File: config.mk
export PLATFORM = sky130hd
export DESIGN_NAME = multi_clk_div
export DESIGN_NICKNAME = d
export VERILOG_FILES = /design/src/rtl/multi_clk_div.sv
export SDC_FILE = /design/constraint.sdc
export NUM_CORES = 1
export LEC_CHECK = 0
export ABC_CLOCK_PERIOD_IN_PS = 2970
export CORE_MARGIN = 8
export CORE_UTILIZATION = 58
export CTS_CLUSTER_SIZE = 10
export DETAILED_ROUTE_END_ITERATION = 6
export HOLD_SLACK_MARGIN = 0.08
export PLACE_DENSITY = 0.77
export SYNTH_ARGS = -nofsm -noshare
export SYNTH_HDL_FRONTEND = slang
export SYNTH_SLANG_ARGS = --single-unit
File: constraint.sdc
create_clock -name CLK -period 2.97 [get_ports CLK]
set_input_delay 0.594 -clock CLK [delete_from_list [all_inputs] [get_ports CLK]]
set_output_delay 0.594 -clock CLK [all_outputs]
set_load 0.02 [all_outputs]
File: src/rtl/multi_clk_div.sv
// multi_clk_div
// Runtime-programmable bank of NUM_CH clock dividers sharing one clock.
// Each channel toggles its square-wave output every div+1 enabled cycles and
// pulses tick on the cycle the output changes. Divisors come from DIV_INIT at
// reset and can be rewritten through wr/ch_sel/wr_data; sync realigns every
// channel to a common phase.
// Optional build macro CLKDIV_GLITCHFREE_GATE_EN: a channel whose enable drops
// while its output is high keeps counting until the output falls, then parks
// low. Without the macro a disabled channel simply freezes in place.

module multi_clk_div #(
   parameter int NUM_CH = 7,
   parameter int CNT_W = 32,
   parameter logic [NUM_CH*CNT_W-1:0] DIV_INIT = '0
) (
   input  logic              CLK,
   input  logic              RST,
   input  logic [NUM_CH-1:0] en,
   input  logic              sync,
   input  logic              wr,
   input  logic [3:0]        ch_sel,
   input  logic [CNT_W-1:0]  wr_data,
   output logic [CNT_W-1:0]  rd_data,
   output logic [NUM_CH-1:0] clk_out,
   output logic [NUM_CH-1:0] tick
);

   localparam logic [CNT_W-1:0] CntOne = {{(CNT_W-1){1'b0}}, 1'b1};

   logic [CNT_W-1:0]  div_q [NUM_CH];
   logic [CNT_W-1:0]  div_d [NUM_CH];
   logic [CNT_W-1:0]  cnt_q [NUM_CH];
   logic [CNT_W-1:0]  cnt_d [NUM_CH];
   logic [NUM_CH-1:0] clkOut_q;
   logic [NUM_CH-1:0] clkOut_d;
   logic [NUM_CH-1:0] tick_q;
   logic [NUM_CH-1:0] tick_d;
   logic [NUM_CH-1:0] runCh;
   logic [NUM_CH-1:0] parkCh;

   // Decide which channels advance their counter this cycle and which are
   // forced back to a parked, zero-count state.
`ifdef CLKDIV_GLITCHFREE_GATE_EN
   always_comb begin
      runCh  = en | clkOut_q;
      parkCh = ~runCh;
   end
`else
   always_comb begin
      runCh  = en;
      parkCh = '0;
   end
`endif

   // Next-state for every channel: sync beats a write, a write beats counting,
   // and an idle channel either freezes or parks depending on the build.
   always_comb begin
      div_d    = div_q;
      cnt_d    = cnt_q;
      clkOut_d = clkOut_q;
      tick_d   = '0;
      for (int i = 0; i < NUM_CH; i++) begin
         if (sync) begin
            cnt_d[i]    = '0;
            clkOut_d[i] = 1'b0;
            if (wr && (ch_sel == 4'(i))) begin
               div_d[i] = wr_data;
            end
         end else if (wr && (ch_sel == 4'(i))) begin
            div_d[i] = wr_data;
            cnt_d[i] = '0;
         end else if (runCh[i]) begin
            if (cnt_q[i] == div_q[i]) begin
               cnt_d[i]    = '0;
               clkOut_d[i] = ~clkOut_q[i];
               tick_d[i]   = 1'b1;
            end else begin
               cnt_d[i] = cnt_q[i] + CntOne;
            end
         end else if (parkCh[i]) begin
            cnt_d[i] = '0;
         end
      end
   end

   // Read-back mux; an index beyond the last channel matches nothing and
   // returns zero.
   always_comb begin
      rd_data = '0;
      for (int i = 0; i < NUM_CH; i++) begin
         if (ch_sel == 4'(i)) begin
            rd_data = div_q[i];
         end
      end
   end

   // Channel state registers with synchronous reset back to the initial divisors.
   always_ff @(posedge CLK) begin
      if (RST) begin
         for (int i = 0; i < NUM_CH; i++) begin
            div_q[i] <= DIV_INIT[i*CNT_W +: CNT_W];
            cnt_q[i] <= '0;
         end
         clkOut_q <= '0;
         tick_q   <= '0;
      end else begin
         div_q    <= div_d;
         cnt_q    <= cnt_d;
         clkOut_q <= clkOut_d;
         tick_q   <= tick_d;
      end
   end

   assign clk_out = clkOut_q;
   assign tick    = tick_q;

endmodule
; Word level (Yosys, flattened, before mapping)
; Index checks and enable logic that the tools add are counted.
; W data, S select, Z words.
[word_totals]
elab_cells = 120
output_inout_bits = 46
inputBits = 47
regBits = 462
[classes]
muxes = 21
n_eq_ne = 13
bitwise = 21
add_sub_neg = 7
n_reduce_logical = 30
[ops]
columns = cell, count
row1 = $mux W32, 14
row2 = $add A32 B1 Y32 const B, 7
row3 = $eq A32 B32 Y1, 7
row4 = $reduce_or A4 Y1, 7
row5 = $not A1 Y1, 21
row6 = $reduce_and A3 Y1, 7
row7 = $reduce_or A3 Y1, 7
row8 = $eq A4 B3 Y1 const B, 3
row9 = $eq A4 B2 Y1 const B, 2
row10 = $logic_and A1 B1 Y1, 7
row11 = $mux W1, 7
row12 = $eq A4 B1 Y1 const B, 1
row13 = $logic_not A4 Y1, 1
row14 = $reduce_or A2 Y1, 1

; Longest topological paths before layout
[logic_depth]
depth_word = 8
ltp_mapped = 8
mapped_depth_nobuf = 6

; Worst setup path before layout
; No wires, ideal clock.
[synth_timing]
path_type = input port to output port
startpoint = in ch_sel[1]
endpoint = out rd_data[11]
required_ns = 2.376
arrival_ns = 1.912
path_buffers = 2
cell_stages = 6
slack_ns = 0.464
cell_sequence = buf_1 > buf_1 > mux2i_1 > o21ai_0 > nand2_1 > nand3_1
[synth_between]
elab_chain_len = 8
elab_cells_between_ends = 14
cone_classes = eq/ne: 6 / mux: 7 / reduce/logical: 1
[synth_rtl]
columns = item, line_no
row1 = from (decl), 21  ; input logic [3:0] ch_sel,
row2 = $logic_not A4 Y1, 91  ; if (ch_sel == 4'(i)) begin
row3 = $mux W32 (6 in a row), 91
row4 = $mux W32 (*), 91
row5 = to (decl), 23  ; output logic [CNT_W-1:0] rd_data,
; Mark *: on every way between the ends. The rest lies on a longest branch, timed or not.

; Worst setup path in the final report
[layout_timing]
startpoint = in ch_sel[3]
endpoint = out rd_data[18]
; Same word-level chain as after synthesis.

==> metrics.yaml <==
die:
  die-area_mm2: 0.0446
  die_x_um: 211
  io_pins: 93
  fp.dieH_um: 211
  coreArea_mm2: 0.0376
  rows: 71
  initial_core_util_pct: 58.8
logic_synthesis:
  ys_ff_latch: 462
  yosysWarningCount: 0
  ys.flop_type: "dfxtp_1"
  ys_top_cells_by_area: "dfxtp_1, xor2_1, nand2_1"
  syn_inst: 2784
  synthesis.nets: 2838
  yosysSeqAreaShare_pct: 41.8
  synth.avg_cell_area_um2: 7.94
  synth_most_common_cell: "nand2_1"
  netlist_area_mm2: 0.0221
  synth_cell_types: 38
  synth_edf_count: 0
  async_flop_share_pct: 0
  yosysTopAreaCell: "dfxtp_1"
  synthTopCellsByCount: "nand2_1, dfxtp_1, xor2_1"
  synth_top_area_share_pct: 41.8
clock_tree:
  root_buffer: "clkbuf_16"
  holdBufCountCts: 0
  numCtsBuffers: 53
  clk_transition_reported_paths_ns: 0.06
  clkSinkCount: 462
  clk_latency_ns: 0.60
  cts.path.max_buffers: 3
  htree_levels: 2
  cts_tree: "yes"
setup_path:
  critical_path_class: "in2out"
  crit_fanout: 14
  worstPathRequired_ns: 2.38
  cp-end-kind: "primary output"
  crit_arrival_ns: 2.31
  reg2reg_depth: 5
  start_kind: "input port"
pwr:
  power_density_mw_per_mm2: 506
  leakage_nw: 9.72
  vdd_drop_max_v: 0.000463
  finalPower_mw: 12.9
placement:
  gp_congestion: 1.05
  dp_worst_setup_slack_ns: -0.324
  io_buffer_count: 92
  dp.cells: 3326
  dp_hpwl_um: 57700
timing:
  post-route-min-period_ns: 2.91
  clock_skew_ns: 0.0210
  setup_ws_ns: 0.0611
  fmax_ghz: 0.344
  tightest_slew_ns: 1.25
  setup_viol_count_final: 0
  hold_violations: 0
  fin_crit_sh_pct: 97.9
  fin_tns_setup_ns: 0
  drv_slew: 0
  relSlewSlack_pct: 16.4
detailed_routing:
  routedWlPerCell_um: 23.4
  num_vias: 21000
  totalWireLength_um: 79700
  drtIter0Drc: 2678
  drt_pass1_iterations: 6
  via_per_inst: 6.15
  ant_nets: 0
  drc: 0
global_routing:
  grt_pass1_wl_um: 119000
  grt_overflow: 0
  grt_pass1_vias: 19800
  grt_max_degree: 99
  grtUsageTotal_pct: 34.6
  grt_antenna_before_repair: 1
hold_path:
  hold_path_depth: 2
  hold_class: "in2reg"
flow_run:
  drv_cap: 0
outcome:
  outcome: "finished clean"
finish:
  final_util_pct: 67.9
  drive_gt1_share_pct: 7.96
  syn_to_final_growth_pct: 15.4
  nets: 2933
  fin_cells: 3404
metrics by stage:
stage               hold WS [ns]  cell area, µm²
floorplan                  0.460           22100
global placement           0.473           24100
detailed placement         0.484           24100
CTS                        0.362           25500
global route               0.388           25500
finish                     0.389           25500
layout make-up:
cell class	instances	area (µm²)
repair buffers	195	1720
clock buffers	65	1400
inverters	37	139
flip-flops and latches	462	9250
diodes	2	5.00
clock inverters	2	25.0
well taps	511	639
multi-input cells	2130	12300
fillers	3093	12100
cells in the final DEF (no fill, tap or decap), types with 4 or more instances in the layout:
cell type          n
a21oi_1          242
a22oi_1           64
and3_1            20
and4_1            32
buf_12            12
buf_2              4
buf_4             86
buf_6              7
clkbuf_1          10
clkbuf_16         54
clkbuf_2          25
clkdlybuf4s50_1   58
dfxtp_1          462
ha_1               7
inv_1             37
mux2i_1           32
nand2_1          614
nand3_1           93
nand4_1           75
nor2_1           247
nor2_2             8
nor2b_1            9
nor3_1            43
nor4_1            97
o211ai_1           7
o21ai_0           40
o22ai_1            4
o311ai_0           7
o311ai_4           8
o41ai_1            7
or2_2              4
or3_1             17
xnor2_1          125
xor2_1           304
power breakdown:
part           internal [mW]  leakage [nW]  switching, mW
Combinational          0.268          5.29          0.612
Sequential              6.26          3.73         0.0853
Clock                   3.25         0.695           2.45
Total                   9.78          9.72           3.15
repair_timing:
action | in CTS | in global routing
pin swaps | 0 | 3
resized for setup | 52 | 61
setup buffers | 0 | 6
setup endpoints to repair | 32 | 80
gates cloned | 0 | 3
flip-flops by register name, summed over array words and instances, names as in the netlist:
register  cells
clk_out       7
div_q       224
cnt_q       224
tick          7
final timing paths:
check	end	slack (ns)	from
worst min register to register	div_q[146]	0.50	div_q[146]
worst max-delay path	rd_data[18]	0.06	ch_sel[3]
worst min-delay path	div_q[176]	0.39	RST
worst max register to register	cnt_q[47]	0.15	div_q[47]
worst max-delay path, cell delays in order:
cell,delay (ns)
clkdlybuf4s50_1,0.50
nand2b_2,0.27
nor3_4,0.17
buf_6,0.20
a22oi_1,0.10
nand3_1,0.17
clkdlybuf4s15_2,0.29
kinds of logic after synthesis:
group	share of synthesized area, %
buffers and inverters	3.49
adder cells (fa/ha/maj)	0.396
multiplexers	1.45
AO/OA/AOI/OAI	9.78
XOR/XNOR	17.0
AND/OR/NAND/NOR	26.1
flip-flops	41.8
layer usage:
layer  routed length [µm]  vias up  GRT usage (%)
li1                     -     9616              -
met1                31200     9854           44.9
met2                34500     1205           52.8
met3                 8900      275           6.91
met4                 5120        0           20.7
met5                    0        -              0
Power figures use the tool's default switching activity.
